[config.mk]
export PLATFORM = sky130hd
export DESIGN_NAME = hub_partition_flat
export DESIGN_NICKNAME = d
export VERILOG_FILES = /design/src/rtl/hub_partition_if.sv /design/src/rtl/hub_partition.sv /design/src/flat_wrapper.sv
export SDC_FILE = /design/constraint.sdc
export NUM_CORES = 1
export LEC_CHECK = 0
export BUFFER_PORTS_ARGS = -buffer_cell sky130_fd_sc_hd__buf_2
export CAP_MARGIN = 20
export CORE_MARGIN = 3
export CORE_UTILIZATION = 35
export DETAILED_ROUTE_END_ITERATION = 10
export PLACE_DENSITY = 0.56
export SETUP_SLACK_MARGIN = 0.5
export SKIP_LAST_GASP = 1
export SLEW_MARGIN = 20
export SYNTH_ARGS = -nofsm -noshare
export SYNTH_HDL_FRONTEND = slang
export SYNTH_HIERARCHICAL = 1
export SYNTH_SLANG_ARGS = --single-unit
export TNS_END_PERCENT = 5
[constraint.sdc]
create_clock -name clk -period 1.83 [get_ports clk]
set_input_delay 0.0915 -clock clk [delete_from_list [all_inputs] [get_ports clk]]
set_output_delay 0.0915 -clock clk [all_outputs]
set_load 0.05 [all_outputs]
[src/rtl/hub_partition_if.sv]
// hub_partition_if: nibble-rate control bus between the elastic buffers,
// the hub core and the auto-partition controller.
interface hub_partition_if #(
    parameter int PORT_COUNT = 4
);
    logic                  ce;
    logic [PORT_COUNT-1:0] activity;
    logic                  collision;
    logic [PORT_COUNT-1:0] clear;
    logic [PORT_COUNT-1:0] partitioned;
    logic [PORT_COUNT-1:0] partition_event;

    modport master (
        output ce, activity, collision, clear,
        input  partitioned, partition_event
    );

    modport slave (
        input  ce, activity, collision, clear,
        output partitioned, partition_event
    );
endinterface

[src/rtl/hub_partition.sv]
// hub_partition: per-port auto-partition controller for the repeater hub.
// Isolates a port after CC_LIMIT consecutive colliding packets (and, when
// HUB_LONG_COLLISION_EN is defined, after LONG_COL_NIBBLES consecutive
// collision nibbles), reconnects it after a clean packet of at least
// RECONNECT_NIBBLES nibbles. Build macro: HUB_LONG_COLLISION_EN.

module hub_partition_port #(
    parameter int CC_LIMIT          = 60,
    parameter int LONG_COL_NIBBLES  = 144,
    parameter int RECONNECT_NIBBLES = 128
) (
    input  logic i_clk,
    input  logic i_rst,
    input  logic i_ce,
    input  logic i_act,
    input  logic i_col,
    input  logic i_clear,
    output logic o_part,
    output logic o_event
);
    localparam int CW = $clog2(CC_LIMIT + 1);
    localparam logic [CW:0] CC_LIM = (CW + 1)'(CC_LIMIT);
    localparam logic [9:0]  RC_LIM = 10'(RECONNECT_NIBBLES);
    localparam logic [9:0]  SAT    = 10'd1023;

    if (CC_LIMIT < 2 || CC_LIMIT > 1023) begin : g_bad_cc
        $error("hub_partition: CC_LIMIT out of range 2..1023");
    end
    if (LONG_COL_NIBBLES < 2 || LONG_COL_NIBBLES > 1023) begin : g_bad_lc
        $error("hub_partition: LONG_COL_NIBBLES out of range 2..1023");
    end
    if (RECONNECT_NIBBLES < 1 || RECONNECT_NIBBLES > 1023) begin : g_bad_rc
        $error("hub_partition: RECONNECT_NIBBLES out of range 1..1023");
    end

    typedef enum logic [1:0] {IDLE = 2'd0, WATCH = 2'd1, PART = 2'd2, PWATCH = 2'd3} state_t;

    state_t        r_state, w_state_nxt;
    logic          r_prev, r_armed;
    logic          r_hit, w_hit_nxt;
    logic [CW-1:0] r_cc, w_cc_nxt;
    logic [CW:0]   w_cc_inc;
    logic [9:0]    r_len, w_len_nxt, w_len_inc;
    logic          w_nib, w_sop, w_eop, w_coln;
    logic          w_part_nxt, w_event_nxt;
`ifdef HUB_LONG_COLLISION_EN
    localparam logic [9:0] LC_LIM = 10'(LONG_COL_NIBBLES);
    logic [9:0] r_lc, w_lc_nxt, w_lc_inc;
    assign w_lc_inc = (r_lc == SAT) ? r_lc : r_lc + 10'd1;
`endif

    // r_armed blocks a packet already in flight at reset release from
    // looking like a start: activity must first be sampled low.
    assign w_nib     = i_ce & i_act;
    assign w_sop     = w_nib & ~r_prev & r_armed;
    assign w_eop     = i_ce & ~i_act & r_prev;
    assign w_coln    = w_nib & i_col;
    assign w_cc_inc  = {1'b0, r_cc} + {{CW{1'b0}}, 1'b1};
    assign w_len_inc = (r_len == SAT) ? r_len : r_len + 10'd1;

    // State and per-port counter registers
    always_ff @(posedge i_clk or posedge i_rst) begin
        if (i_rst) begin
            r_state <= IDLE;
            r_prev  <= 1'b0;
            r_armed <= 1'b0;
            r_hit   <= 1'b0;
            r_cc    <= '0;
            r_len   <= '0;
`ifdef HUB_LONG_COLLISION_EN
            r_lc    <= '0;
`endif
            o_part  <= 1'b0;
            o_event <= 1'b0;
        end else begin
            r_state <= w_state_nxt;
            r_hit   <= w_hit_nxt;
            r_cc    <= w_cc_nxt;
            r_len   <= w_len_nxt;
`ifdef HUB_LONG_COLLISION_EN
            r_lc    <= w_lc_nxt;
`endif
            if (i_ce) begin
                r_prev <= i_act;
                if (!i_act) r_armed <= 1'b1;
            end
            o_part  <= w_part_nxt;
            o_event <= w_event_nxt;
        end
    end

    // Next state and counter updates; clear overrides everything.
    // The start nibble is the packet's first nibble, so it is counted in
    // len and, if it collides, in hit/lc.
    always_comb begin
        w_state_nxt = r_state;
        w_hit_nxt   = r_hit;
        w_cc_nxt    = r_cc;
        w_len_nxt   = r_len;
`ifdef HUB_LONG_COLLISION_EN
        w_lc_nxt    = r_lc;
`endif
        case (r_state)
            IDLE: begin
                if (w_sop) begin
                    w_state_nxt = WATCH;
                    w_len_nxt   = 10'd1;
                    w_hit_nxt   = i_col;
`ifdef HUB_LONG_COLLISION_EN
                    w_lc_nxt    = {9'd0, i_col};
`endif
                end
            end
            WATCH: begin
                if (w_coln) begin
                    w_hit_nxt = 1'b1;
`ifdef HUB_LONG_COLLISION_EN
                    w_lc_nxt  = w_lc_inc;
                    if (w_lc_inc >= LC_LIM) begin
                        w_state_nxt = PART;
                        w_cc_nxt    = '0;
                    end
`endif
                end else if (w_nib) begin
`ifdef HUB_LONG_COLLISION_EN
                    w_lc_nxt = '0;
`endif
                end
                if (w_nib) w_len_nxt = w_len_inc;
                if (w_eop) begin
                    if (r_hit) begin
                        if (w_cc_inc >= CC_LIM) begin
                            w_state_nxt = PART;
                            w_cc_nxt    = '0;
                        end else begin
                            w_state_nxt = IDLE;
                            w_cc_nxt    = w_cc_inc[CW-1:0];
                        end
                    end else begin
                        w_state_nxt = IDLE;
                        w_cc_nxt    = '0;
                    end
                end
            end
            PART: begin
                // A start nibble that already collides disqualifies the packet.
                if (w_sop && !i_col) begin
                    w_state_nxt = PWATCH;
                    w_len_nxt   = 10'd1;
                end
            end
            PWATCH: begin
                if (w_coln) begin
                    w_state_nxt = PART;
                end else if (w_nib) begin
                    w_len_nxt = w_len_inc;
                end else if (w_eop) begin
                    if (r_len >= RC_LIM) begin
                        w_state_nxt = IDLE;
                        w_cc_nxt    = '0;
                    end else begin
                        w_state_nxt = PART;
                    end
                end
            end
            default: w_state_nxt = IDLE;
        endcase
        if (i_clear) begin
            w_state_nxt = IDLE;
            w_hit_nxt   = 1'b0;
            w_cc_nxt    = '0;
            w_len_nxt   = '0;
`ifdef HUB_LONG_COLLISION_EN
            w_lc_nxt    = '0;
`endif
        end
    end

    // Outputs derived from the transition being taken this clk
    always_comb begin
        w_part_nxt  = (w_state_nxt == PART) || (w_state_nxt == PWATCH);
        w_event_nxt = (r_state == WATCH) && (w_state_nxt == PART);
    end
endmodule

module hub_partition #(
    parameter int PORT_COUNT        = 4,
    parameter int CC_LIMIT          = 60,
    parameter int LONG_COL_NIBBLES  = 144,
    parameter int RECONNECT_NIBBLES = 128
) (
    input  logic            clk,
    input  logic            rst,
    hub_partition_if.slave  hub
);
    logic [PORT_COUNT-1:0] w_part;
    logic [PORT_COUNT-1:0] w_event;

    for (genvar g = 0; g < PORT_COUNT; g++) begin : g_port
        hub_partition_port #(
            .CC_LIMIT          (CC_LIMIT),
            .LONG_COL_NIBBLES  (LONG_COL_NIBBLES),
            .RECONNECT_NIBBLES (RECONNECT_NIBBLES)
        ) u_port (
            .i_clk   (clk),
            .i_rst   (rst),
            .i_ce    (hub.ce),
            .i_act   (hub.activity[g]),
            .i_col   (hub.collision),
            .i_clear (hub.clear[g]),
            .o_part  (w_part[g]),
            .o_event (w_event[g])
        );
    end

    assign hub.partitioned     = w_part;
    assign hub.partition_event = w_event;
endmodule
[src/flat_wrapper.sv]
// flat-port wrapper written by rule: the top's interface ports become plain ports
module hub_partition_flat 
#(
    parameter int PORT_COUNT        = 4,
    parameter int CC_LIMIT          = 60,
    parameter int LONG_COL_NIBBLES  = 144,
    parameter int RECONNECT_NIBBLES = 128
)
  (clk, rst, hub_ce, hub_activity, hub_collision, hub_clear, hub_partitioned, hub_partition_event);
  hub_partition_if #(.PORT_COUNT(PORT_COUNT)) hub_i ();
  input  logic clk;
  input  logic rst;
  input wire logic [$bits(hub_i.ce)-1:0] hub_ce;
  input wire logic [$bits(hub_i.activity)-1:0] hub_activity;
  input wire logic [$bits(hub_i.collision)-1:0] hub_collision;
  input wire logic [$bits(hub_i.clear)-1:0] hub_clear;
  output wire logic [$bits(hub_i.partitioned)-1:0] hub_partitioned;
  output wire logic [$bits(hub_i.partition_event)-1:0] hub_partition_event;
  assign hub_i.ce = hub_ce;
  assign hub_i.activity = hub_activity;
  assign hub_i.collision = hub_collision;
  assign hub_i.clear = hub_clear;
  assign hub_partitioned = hub_i.partitioned;
  assign hub_partition_event = hub_i.partition_event;
  hub_partition #(.PORT_COUNT(PORT_COUNT), .CC_LIMIT(CC_LIMIT), .LONG_COL_NIBBLES(LONG_COL_NIBBLES), .RECONNECT_NIBBLES(RECONNECT_NIBBLES)) u_core (.clk(clk), .rst(rst), .hub(hub_i));
endmodule
* Yosys cells after proc, flatten, opt, wreduce, memory -nomap -nowiden
Index checks and enable logic that the tools add are counted.
Storage, ports and cells: output and inout port bits 8, input port bits 12, register bits after elaboration 92
Operators by class: equality and inequality tests 56, multiplexer cells 124, $lt $le $gt $ge 8, reductions and logical operators 41, bitwise gates (word level) 32, add/sub/neg operators 8
Operators by type and width (count):
- 10-bit 2-to-1 mux | 24
- 6-bit 2-to-1 mux | 32
- 10-bit one-hot mux with 4 select lines | 4
- 3-bit != test (second input constant) | 32
- 2-bit 2-to-1 mux | 40
- 6-bit one-hot mux with 2 select lines | 4
- 10-bit by 1-bit adder with 10-bit output (second input constant) | 4
- 10-bit == test (second input constant) | 4
- 10-bit by 8-bit greater-or-equal comparator with 1-bit output (second input constant) | 4
- 2-bit == test (second input constant) | 16
- 2-bit one-hot mux with 4 select lines | 4
- 6-bit by 1-bit adder with 7-bit output (second input constant) | 4
- 7-bit by 6-bit greater-or-equal comparator with 1-bit output (second input constant) | 4
- 1-bit AND | 24
- 3-bit AND reduction | 8
- 6-bit AND reduction | 4
- 3-bit nonzero test | 8
- 1-bit 2-to-1 mux | 12
- 2-bit by 1-bit == test with 1-bit output (second input constant) | 4
- 1-bit logical AND | 8
- 2-bit zero test | 4
- 1-bit NOT | 8
- 1-bit one-hot mux with 2 select lines | 4
- 2-bit AND reduction | 4
- 2 further kinds | 5

* Longest topological paths before layout
Gate-level depths: netlist (run 1).
word-level depth 10, mapped depth 7, mapped depth without buffers 6

* Hierarchy
The synthesis (run 1) kept the hierarchy.
By module, submodules not included:
- hub_partition_port (u_core.g_port[2].u_port) | times used 1, area an instance 1465.2 µm², cells an instance 151
- hub_partition_port (u_core.g_port[0].u_port) | times used 1, area an instance 1461.4 µm², cells an instance 158
- hub_partition_port (u_core.g_port[3].u_port) | times used 1, area an instance 1370.1 µm², cells an instance 147
- hub_partition_port (u_core.g_port[1].u_port) | times used 1, area an instance 1316.3 µm², cells an instance 142

* Least setup slack after synthesis (run 1)
Ideal clock, no wire load.
path kind reg2reg, start point register u_core.g_port[2].u_port.r_cc[0], end point register u_core.g_port[2].u_port.r_cc[3], arrival time 1.687 ns, data required time 1.703 ns, setup time 0.127 ns, slack 0.017 ns, stages on the path, launching flop included 6, path through dfrtp_1 -> ha_1 -> nand4b_1 -> o221ai_1 -> a21oi_1 -> a221o_2
Between the ends: cells in the longest elaborated chain, start to end 7
Ends and longest elaborated chain:
- start, declared | line hub_partition.sv:41 | logic [CW-1:0] r_cc, w_cc_nxt;
- start signal, assigned | line hub_partition.sv:78 | r_cc <= w_cc_nxt;
- 6-bit by 1-bit adder with 7-bit output * | line hub_partition.sv:58 | assign w_cc_inc = {1'b0, r_cc} + {{CW{1'b0}}, 1'b1};
- 7-bit by 6-bit greater-or-equal comparator with 1-bit output | line hub_partition.sv:132 | if (w_cc_inc >= CC_LIM) begin
- 6-bit 2-to-1 mux * | line hub_partition.sv:132
- 6-bit 2-to-1 mux * | line hub_partition.sv:131 | if (r_hit) begin
- 6-bit 2-to-1 mux * | line hub_partition.sv:130 | if (w_eop) begin
- 6-bit one-hot mux with 2 select lines * | line hub_partition.sv:103 | case (r_state)
- 6-bit 2-to-1 mux * | line hub_partition.sv:168 | if (i_clear) begin
Every way passes the cells marked *; elsewhere a longest branch is shown, timed or not. The select of a mux whose other input is x is not followed. A chain may end at the register's enable or synchronous reset.

* Worst setup path in the final report (run 1)
Ends and elaborated chain as after synthesis.

==> impl_metrics.csv, run 1 <==
group,metric,value,unit
setup_path,worst-setup-path-type,"register to register",
setup_path,r2r-start,"u_core/g_port[2].u_port/r_cc[0]",
detailed_routing,routed_wl,13.19,mm
sta,hold_slack,0.05073,ns
floorplanning,die_area,17590,um^2
placement,place_area,6254,um^2
sta,timing.final.crit_period,1.746,ns
finish,fin_nets,707,
finish,seq_area,2312,um^2
floorplanning,start_util,36.38,%
finish,layout_common_cells,"dfrtp_1, nand2_1, buf_4",
sta,setup_viol,0,
detailed_routing,wl_per_cell,14.67,um
detailed_routing,avgViaCountPerCell,5.432,
floorplanning,coreArea,15430,um^2
detailed_routing,vias,4883,
grt,grt.total_usage,15.01,%
run,drv_cap,0,
setup_path,reg2reg_depth,5,
yosys,synth.distinct_cells,85,
power_and_ir_drop,p_comb_share,10.6,%
setup_path,cpPeakStageDelay,0.41,ns
power_and_ir_drop,p_leak,2.914,nW
setup_path,rrSetupSlack,0.08,ns
yosys,synth-edff-count,0,
floorplanning,num_rows,45,
grt,grt_pass1_vias,4700,
outcome,run_status,"finished, final reports clean",
sta,worst_pin_slew,0.5539,ns
clock_network,cts_sinks,92,
finish,multi_input_area,3303,um^2
sta,grt_setup_unrepaired,"yes",
setup_path,r2r_end,"u_core/g_port[2].u_port/r_cc[3]",
detailed_routing,drc_errors,0,
setup_path,end_kind,"register",
yosys,ys_ff_latch,92,
yosys,yosys_warnings,6,
setup_path,path_max_fanout,5,
floorplanning,pin_count,20,
finish,n_antenna_cell,0,
finish,syn_to_final_growth,23.65,%
setup_path,critPathLaunchType,"register",
finish,drive_gt1_share,27.62,%
yosys,synth_cells,598,
placement,place_congestion,0.8298,
sta,drv_slew,0,
clock_network,clockBufferDepth,2,
sta,finalHoldViolations,0,
sta,fmax,0.5727,GHz
grt,grt_first_pass_wirelength,22.22,mm
yosys,syn_area,5613,um^2
setup_path,cp_slowest_cell,"dfrtp_1",
clock_network,numCtsBuffers,9,
placement,port-buffer-count,19,
sta,relSlewSlack,62.12,%
setup_path,crit_path_end,"u_core/g_port[2].u_port/r_cc[3]",
clock_network,tritoncts,"yes",
setup_path,crit_arrival,1.97,ns
clock_network,path_clk_slew,0.06,ns
clock_network,h-tree-depth,3,
yosys,synth_nets,622,
sta,fin_skew,0.005246,ns
power_and_ir_drop,intPower,3.212,mW
finish,final_util,44.99,%
placement,dp_hpwl,9.120,mm
power_and_ir_drop,ir_drop,0.0005804,V
yosys,yosysSeqAreaShare,41.02,%
setup_path,crit_required,2.06,ns
clock_network,cts-root-buf,"clkbuf_16",
power_and_ir_drop,p_sw_share,25.35,%
power_and_ir_drop,finalPower,4.303,mW
floorplanning,die_y,132.6,um
detailed_routing,drt_iter0_drc,228,
power_and_ir_drop,seqPwrFrac,49.0,%
finish,final_common_cell,"dfrtp_1",
detailed_routing,first_pass_iters,5,
floorplanning,die_w,132.6,um
yosys,postSynthAreaPerCell,9.386,um^2
yosys,dominantRegCellSynth,"dfrtp_1",
power_and_ir_drop,clkPwrFrac,40.4,%
finish,fin_area,6940,um^2
yosys,ys_async_sr_fraction,100.0,%
detailed_routing,ant_nets,0,
setup_path,crit_start,"u_core/g_port[2].u_port/r_cc[0]",
power_and_ir_drop,p_sw,1.091,mW
finish,final_cell_count_no_fill,899,
grt,overflow,0,
placement,dp_cells,858,
sta,finalCritPeriodShare,95.41,%
grt,grt_antenna_before_repair,0,
clock_network,insertion_delay,0.34,ns
power_and_ir_drop,p_per_area,620.0,nW/um^2
grt,grt_max_degree,24,
setup_path,path_cells,"ha_4 > nand4b_1 > o221ai_4 > a2111oi_1 > a221o_2",
finish,num-fill-cells,1511,
worst_hold_path,min_path_type,"input pin to register",
==> area by class of cell <==
| class | count | area share (%) |
|---|---|---|
| multi-input cells | 452 | 47.59 |
| flip-flops and latches | 92 | 33.32 |
| repair buffers | 91 | 9.374 |
| well taps | 211 | 3.804 |
| clock buffers | 13 | 3.606 |
| inverters | 37 | 2.001 |
| clock inverters | 3 | 0.3065 |
==> kinds of logic (layout without fill, tap and decap cells) <==
| family | count (synthesis) | in the layout | synth area share (%) |
|---|---|---|---|
| buffers and inverters | 54 | 144 | 4.369 |
| AOI/OAI and AO/OA | 163 | 163 | 22.14 |
| adders and majority gates | 12 | 12 | 2.675 |
| and+or+nand+nor | 255 | 255 | 25.97 |
| DFF | 92 | 92 | 41.02 |
| muxes | 14 | 14 | 2.586 |
| xor gates and xnor gates | 8 | 8 | 1.248 |
==> metal layers <==
layer | track usage, % | part of all wire [%]
met5 | 0 | 0
met3 | 3.954 | 2.9
met4 | 3.233 | 0.70
met1 | 19.74 | 47
met2 | 24.99 | 50
==> flip-flops by register name, summed over array words and instances, names as in the netlist <==
| signal | count |
|---|---|
| u_core/g_port.u_port/o_event | 4 |
| u_core/g_port.u_port/o_part | 4 |
| u_core/g_port.u_port/r_armed | 4 |
| u_core/g_port.u_port/r_cc | 24 |
| u_core/g_port.u_port/r_hit | 4 |
| u_core/g_port.u_port/r_len | 40 |
| u_core/g_port.u_port/r_prev | 4 |
| u_core/g_port.u_port/r_state | 8 |
==> power groups by stage <==
stage               clock [mW]  sequential (mW)  combinational [mW]
global placement             0             2.14               0.397
detailed placement           0             2.15               0.409
floorplan                    0             2.13               0.270
CTS                       1.82             2.11               0.425
global route              1.90             2.11               0.512
finish                    1.74             2.11               0.454
==> synthesized netlist by cell type, types with 7 or more instances <==
cell type  number  area share (%)
nand3_1        39             3.5
nand2b_1       13             1.4
and3_1          8            0.89
inv_1          37             2.5
a21oi_1        22             2.0
nor3_1          7            0.62
and2_1         13             1.4
nand4b_1        8             1.2
a2111oi_0       8             1.2
a211oi_1       14             1.9
o211ai_1       13             1.7
a31oi_1        11             1.2
a21o_1          8             1.1
or3_1           8            0.89
mux2i_1        10             1.8
nor2b_1         9             1.0
nand2_1        70             4.7
nor2_1         28             1.9
ha_1           12             2.7
dfrtp_1        92              41
o21ai_0        27             2.4
==> stage by stage <==
step,worst slack [ns],TNS [ns]
detailed placement,0.008911,0
finish,0.08392,0
floorplan,0.1643,0
global placement,0.05295,0
global route,-0.01338,-0.01338
CTS,0.09478,0
==> worst min path at each step <==
stage / startpoint / to / slack, ns / cells past startpoint
floorplan: rst / u_core/g_port[0].u_port/o_event / 0.09 / 1
global route: hub_activity[3] / u_core/g_port[3].u_port/r_prev / 0.05 / 2
global placement: rst / u_core/g_port[1].u_port/r_cc[2] / 0.20 / 3
detailed placement: rst / u_core/g_port[1].u_port/r_cc[2] / 0.20 / 3
finish: hub_activity[3] / u_core/g_port[3].u_port/r_armed / 0.05 / 3
CTS: hub_activity[3] / u_core/g_port[3].u_port/r_armed / 0.04 / 3
==> critical path: cells and delay by family (launching register included) <==
family | cells | cell delay (ns)
fa+ha+maj | 1 | 0.18
flops | 1 | 0.41
simple gates | 1 | 0.22
compound gates | 3 | 0.82
==> what timing repair did <==
item	in CTS	in global routing
endpoints found under the setup margin	80	81
cloned	0	1
setup buffers	9	14
hold buffers	1	0
pin swaps	13	21
hold endpoints to repair	92	0
gates resized for setup	12	39
Power figures use the tool's default switching activity.
==> run 2, diff against run 1 <==
--- a/config.mk
+++ b/config.mk
@@ -7,9 +7,10 @@
 export LEC_CHECK = 0
 export BUFFER_PORTS_ARGS = -buffer_cell sky130_fd_sc_hd__buf_2
-export CAP_MARGIN = 20
+export CAP_MARGIN = 0
 export CORE_MARGIN = 3
 export CORE_UTILIZATION = 35
 export DETAILED_ROUTE_END_ITERATION = 10
 export PLACE_DENSITY = 0.56
+export RECOVER_POWER = 50
 export SETUP_SLACK_MARGIN = 0.5
 export SKIP_LAST_GASP = 1
==> constraint.sdc (replaced) <==
create_clock -name clk -period 1.83 [get_ports clk]
set_input_delay 0.2745 -clock clk [delete_from_list [all_inputs] [get_ports clk]]
set_output_delay 0.2745 -clock clk [all_outputs]
set_load 0.05 [all_outputs]
==> impl_metrics.csv, run 2 (synthesized netlist as in run 1, its figures left out) <==
group,metric,value,unit
finish,final_common_cell,"dfrtp_1",
clock_network,tritoncts,"yes",
sta,hold_slack,0.2198,ns
grt,grt.total_usage,15.19,%
setup_path,end_kind,"register",
detailed_routing,drt_iter0_drc,340,
floorplanning,start_util,36.38,%
floorplanning,die_area,17590,um^2
finish,fin_nets,697,
sta,worst_pin_slew,0.5916,ns
sta,fin_skew,0.004677,ns
setup_path,reg2reg_depth,5,
setup_path,cp.buffers_inverters,1,
grt,overflow,0,
setup_path,crit_required,2.05,ns
sta,setup_tns,0,ns
finish,largest_reg_flops,40,
outcome,run_status,"finished, final reports clean",
detailed_routing,drc_errors,0,
floorplanning,die_y,132.6,um
grt,gr-usage-met3,4.106,%
finish,seq_area,2307,um^2
floorplanning,num_rows,45,
grt,grt_antenna_before_repair,0,
clock_network,cts_sinks,92,
setup_path,cpPeakStageDelay,0.55,ns
sta,grt_setup_unrepaired,"yes",
placement,place_congestion,0.9026,
sta,drv_slew,0,
clock_network,clockBufferDepth,2,
detailed_routing,vias,4830,
sta,finalCritPeriodShare,96.47,%
worst_hold_path,min_path_type,"input pin to register",
floorplanning,die_w,132.6,um
grt,grt_pass1_vias,4713,
grt,grt_use_met2,25.69,%
grt,grt_first_pass_wirelength,22.40,mm
detailed_routing,routed_wl,13.04,mm
placement,dp_hpwl,9.130,mm
setup_path,cp_slowest_cell,"or4b_4",
clock_network,numCtsBuffers,9,
clock_network,h-tree-depth,3,
run,drv_cap,0,
finish,final_util,43.89,%
grt,grtUsageMet1,19.39,%
floorplanning,pin_count,20,
finish,regMostFlops,"u_core/g_port.u_port/r_len",
setup_path,crit_start,"u_core/g_port[2].u_port/r_len[9]",
finish,drive_gt1_share,23.16,%
finish,largest_registers,"u_core/g_port.u_port/r_len (40), u_core/g_port.u_port/r_cc (24), u_core/g_port.u_port/r_state (8)",
setup_path,worst-setup-path-type,"register to register",
setup_path,cp_top_family,"compound AO/OA/AOI/OAI gates",
power_and_ir_drop,ir_drop,0.0004839,V
finish,num-fill-cells,1509,
power_and_ir_drop,p_leak,2.876,nW
detailed_routing,first_pass_iters,5,
sta,fmax,0.5664,GHz
sta,timing.final.crit_period,1.765,ns
setup_path,crit_arrival,1.99,ns
finish,multi_input_area,3191,um^2
placement,dp_slack,-0.09918,ns
setup_path,r2r_end,"u_core/g_port[2].u_port/r_cc[2]",
finish,syn_to_final_growth,20.64,%
floorplanning,coreArea,15430,um^2
clock_network,cts-root-buf,"clkbuf_16",
clock_network,insertion_delay,0.34,ns
power_and_ir_drop,finalPower,4.570,mW
sta,finalHoldViolations,0,
sta,relSlewSlack,59.54,%
setup_path,crit_path_end,"u_core/g_port[2].u_port/r_cc[2]",
grt,grt_max_degree,24,
detailed_routing,avgViaCountPerCell,5.433,
setup_path,r2r-start,"u_core/g_port[2].u_port/r_len[9]",
clock_network,path_clk_slew,0.07,ns
detailed_routing,ant_nets,0,
detailed_routing,wl_per_cell,14.66,um
setup_path,critPathLaunchType,"register",
setup_path,path_max_fanout,7,
finish,layout_common_cells,"dfrtp_1, nand2_1, buf_4",
power_and_ir_drop,p_per_area,674.8,nW/um^2
grt,top_usage_layer,"met2",
finish,n_antenna_cell,0,
sta,setup_slack,0.06461,ns
setup_path,path_cells,"or4b_4 > a21oi_4 > buf_6 > a2111oi_2 > a221o_1",
setup_path,rrSetupSlack,0.06,ns
placement,port-buffer-count,19,
sta,setup_viol,0,
setup_path,cp.depth,5,
==> run 2: per-layer routing <==
layer / vias up / wire length, um
met2: 101 / 6373
li1: 2392 / -
met4: 0 / 144
met3: 11 / 556
met1: 2326 / 5961
met5: - / 0
==> run 2: power breakdown <==
group          leakage (nW)  internal [mW]  switching (mW)
combinational          1.48          0.164           0.263
sequential             1.24           2.07          0.0398
clock                 0.153           1.23           0.800
==> run 2: timing repair <==
action	in CTS	in global routing
setup endpoints to repair	81	82
hold buffers	1	0
resized for setup	6	15
endpoints found under the hold margin	39	0
gates cloned	0	0
setup buffers	7	3
pin swaps	4	9
==> run 2: worst min-delay path by stage <==
stage | startpoint | end | slack, ns | cells after the start
final | hub_activity[3] | u_core/g_port[3].u_port/r_prev | 0.22 | 2
after global routing | hub_activity[3] | u_core/g_port[3].u_port/r_prev | 0.23 | 2
after floorplan | rst | u_core/g_port[0].u_port/o_event | 0.28 | 1
after CTS | hub_activity[3] | u_core/g_port[3].u_port/r_prev | 0.20 | 2
after detailed placement | rst | u_core/g_port[1].u_port/r_state[0] | 0.37 | 3
after global placement | rst | u_core/g_port[1].u_port/r_hit | 0.36 | 3
==> run 2: cell type report <==
| class | instances | area share [%] |
|---|---|---|
| well taps | 211 | 3.899 |
| inverters | 37 | 2.051 |
| repair buffers | 81 | 8.149 |
| multi-input cells | 452 | 47.12 |
| clock inverters | 4 | 1.072 |
| flip-flops and latches | 92 | 34.07 |
| clock buffers | 12 | 3.640 |
==> run 2: worst reg2reg max path: cells and delay by family, from the launching register on <==
family,cells,cell delay (ns)
buffers and inverters,1,0.14
AND/OR/NAND/NOR,1,0.55
flip-flops,1,0.38
AO/OA/AOI/OAI,3,0.57
==> run 2: per-stage QoR <==
stage | std cells | cell area (um^2)
6_report | 889 | 6771
5_1_grt | 889 | 6771
4_1_cts | 886 | 6708
3_3_place_gp | 862 | 6284
2_1_floorplan | 598 | 5648
3_5_place_dp | 862 | 6284
==> run 3, diff against run 2 <==
--- a/config.mk
+++ b/config.mk
@@ -8,8 +8,10 @@
 export BUFFER_PORTS_ARGS = -buffer_cell sky130_fd_sc_hd__buf_2
 export CAP_MARGIN = 0
+export CELL_PAD_IN_SITES_DETAIL_PLACEMENT = 2
+export CELL_PAD_IN_SITES_GLOBAL_PLACEMENT = 2
 export CORE_MARGIN = 3
 export CORE_UTILIZATION = 35
 export DETAILED_ROUTE_END_ITERATION = 10
-export PLACE_DENSITY = 0.56
+export PLACE_DENSITY = 0.78
 export RECOVER_POWER = 50
 export SETUP_SLACK_MARGIN = 0.5
==> constraint.sdc (replaced) <==
create_clock -name clk -period 1.83 [get_ports clk]
set_input_delay 0.0915 -clock clk [delete_from_list [all_inputs] [get_ports clk]]
set_output_delay 0.0915 -clock clk [all_outputs]
set_load 0.05 [all_outputs]
==> impl_metrics.csv, run 3 (synthesized netlist as in run 1, its figures left out) <==
group,metric,value,unit
floorplanning,num_rows,45,
floorplanning,pin_count,20,
setup_path,crit_required,2.07,ns
setup_path,path_max_fanout,6,
outcome,run_status,"complete, but fails checks",
setup_path,worst-setup-path-type,"register to register",
sta,finalHoldViolations,0,
placement,place_area,6246,um^2
outcome,violations,"setup timing",
detailed_routing,wl_per_cell,20.91,um
floorplanning,die_y,132.6,um
setup_path,end_kind,"register",
floorplanning,die_w,132.6,um
finish,largest_registers,"u_core/g_port.u_port/r_len (40), u_core/g_port.u_port/r_cc (24), u_core/g_port.u_port/r_state (8)",
placement,port-buffer-count,19,
detailed_routing,drc_errors,0,
power_and_ir_drop,ir_drop,0.0004697,V
sta,finalCritPeriodShare,100.5,%
grt,grt.total_usage,20.31,%
clock_network,cts-root-buf,"clkbuf_16",
clock_network,path_clk_slew,0.07,ns
sta,grt_setup_unrepaired,"yes",
power_and_ir_drop,seqPwrFrac,46.1,%
detailed_routing,ant_nets,0,
finish,regMostFlops,"u_core/g_port.u_port/r_len",
floorplanning,coreArea,15430,um^2
power_and_ir_drop,p_sw_share,26.44,%
grt,grt_max_degree,24,
sta,fin_skew,0.009436,ns
detailed_routing,drt_iter0_drc,202,
floorplanning,start_util,36.38,%
finish,final_common_cell,"dfrtp_1",
sta,fmax,0.5438,GHz
setup_path,critPathLaunchType,"register",
sta,relSlewSlack,44.56,%
power_and_ir_drop,p_comb_share,11.1,%
clock_network,numCtsBuffers,9,
detailed_routing,avgViaCountPerCell,5.669,
power_and_ir_drop,intPower,3.361,mW
sta,drv_slew,0,
worst_hold_path,holdCritStartpoint,"hub_clear[0]",
finish,fin_nets,724,
sta,hold_slack,0.05693,ns
setup_path,r2r-start,"u_core/g_port[1].u_port/r_cc[0]",
finish,syn_to_final_growth,26.04,%
sta,timing.final.crit_period,1.839,ns
placement,dp_hpwl,11.74,mm
floorplanning,die_area,17590,um^2
sta,setup_slack,-0.008976,ns
finish,seq_area,2307,um^2
placement,dp_slack,-0.01676,ns
finish,layout_common_cells,"dfrtp_1, buf_4, nand2_1",
grt,grt_antenna_before_repair,0,
grt,grt_first_pass_wirelength,29.46,mm
power_and_ir_drop,p_leak,3.002,nW
placement,place_congestion,0.8244,
finish,largest_reg_flops,40,
finish,fin_area,7074,um^2
sta,setup_viol,1,
finish,final_cell_count_no_fill,916,
clock_network,tritoncts,"yes",
run,drv_cap,0,
detailed_routing,first_pass_iters,4,
finish,n_antenna_cell,0,
finish,multi_input_area,3298,um^2
grt,overflow,0,
clock_network,insertion_delay,0.35,ns
clock_network,cts_sinks,92,
sta,worst_pin_slew,0.8315,ns
finish,drive_gt1_share,27.80,%
worst_hold_path,min_path_type,"input pin to register",
detailed_routing,routed_wl,19.16,mm
finish,final_util,45.86,%
grt,grt_pass1_vias,5603,
power_and_ir_drop,p_per_area,645.8,nW/um^2
power_and_ir_drop,clkPwrFrac,42.7,%
finish,num-fill-cells,1668,
clock_network,clockBufferDepth,2,
setup_path,crit_start,"u_core/g_port[1].u_port/r_cc[0]",
clock_network,h-tree-depth,3,
setup_path,crit_arrival,2.08,ns
placement,dp_cells,857,
detailed_routing,vias,5193,
power_and_ir_drop,p_sw,1.208,mW
[run 3: final timing paths]
| path | end | slack (ns) | cells after the start |
|---|---|---|---|
| hold reg to reg | u_core/g_port[2].u_port/r_armed | 0.47 | 1 |
| min in group asynchronous | u_core/g_port[1].u_port/r_len[1] | 0.37 | 3 |
| max in group asynchronous | u_core/g_port[1].u_port/r_state[0] | 0.34 | 4 |
| hold / removal | u_core/g_port[0].u_port/r_hit | 0.06 | 2 |
| setup / recovery | u_core/g_port[1].u_port/r_cc[4] | -0.009 | 6 |
| setup reg to reg | u_core/g_port[1].u_port/r_cc[4] | -0.009 | 6 |
[run 3: critical path: stages (launching register included)]
cell and delay [ns]:
dfrtp_1 0.39, ha_2 0.19, nand4b_1 0.20, o221ai_2 0.27, a31o_2 0.30, nor2_4 0.07
a221o_1 0.31
[run 3: timing repair]
action | CTS | global route
gates cloned | 1 | 0
endpoints found under the setup margin | 81 | 82
hold buffers | 1 | 0
endpoints found under the hold margin | 77 | 0
gates resized for setup | 19 | 28
pin swaps | 17 | 12
buffers inserted | 19 | 22
[run 3: cell type report]
cell class	count	share of cell area, %
inverters	37	1.963
repair buffers	108	10.88
multi-input cells	452	46.62
clock inverters	3	0.6544
flip-flops and latches	92	32.61
well taps	211	3.732
clock buffers	13	3.537
[run 3: per-stage QoR]
step                setup TNS, ns  total power, mW
floorplan                       0            2.401
global placement                0            2.555
detailed placement       -0.05247            2.584
CTS                             0            4.595
global route              -0.1730            4.781
finish                  -0.008976            4.569
[run 3: power groups by stage]
stage / Combinational [mW] / Clock (mW) / Sequential, mW
detailed placement: 0.440 / 0 / 2.14
CTS: 0.469 / 2.02 / 2.10
global placement: 0.416 / 0 / 2.14
finish: 0.508 / 1.95 / 2.11
global route: 0.566 / 2.10 / 2.11
floorplan: 0.270 / 0 / 2.13
[run 3: per-layer routing]
layer  vias up  GRT usage, %  wire [um]
met2        57         37.44      10570
met1      2689         24.63       7906
met3        20         3.612        394
met5         -             0          0
met4         0         4.619        287
li1       2427             -          -
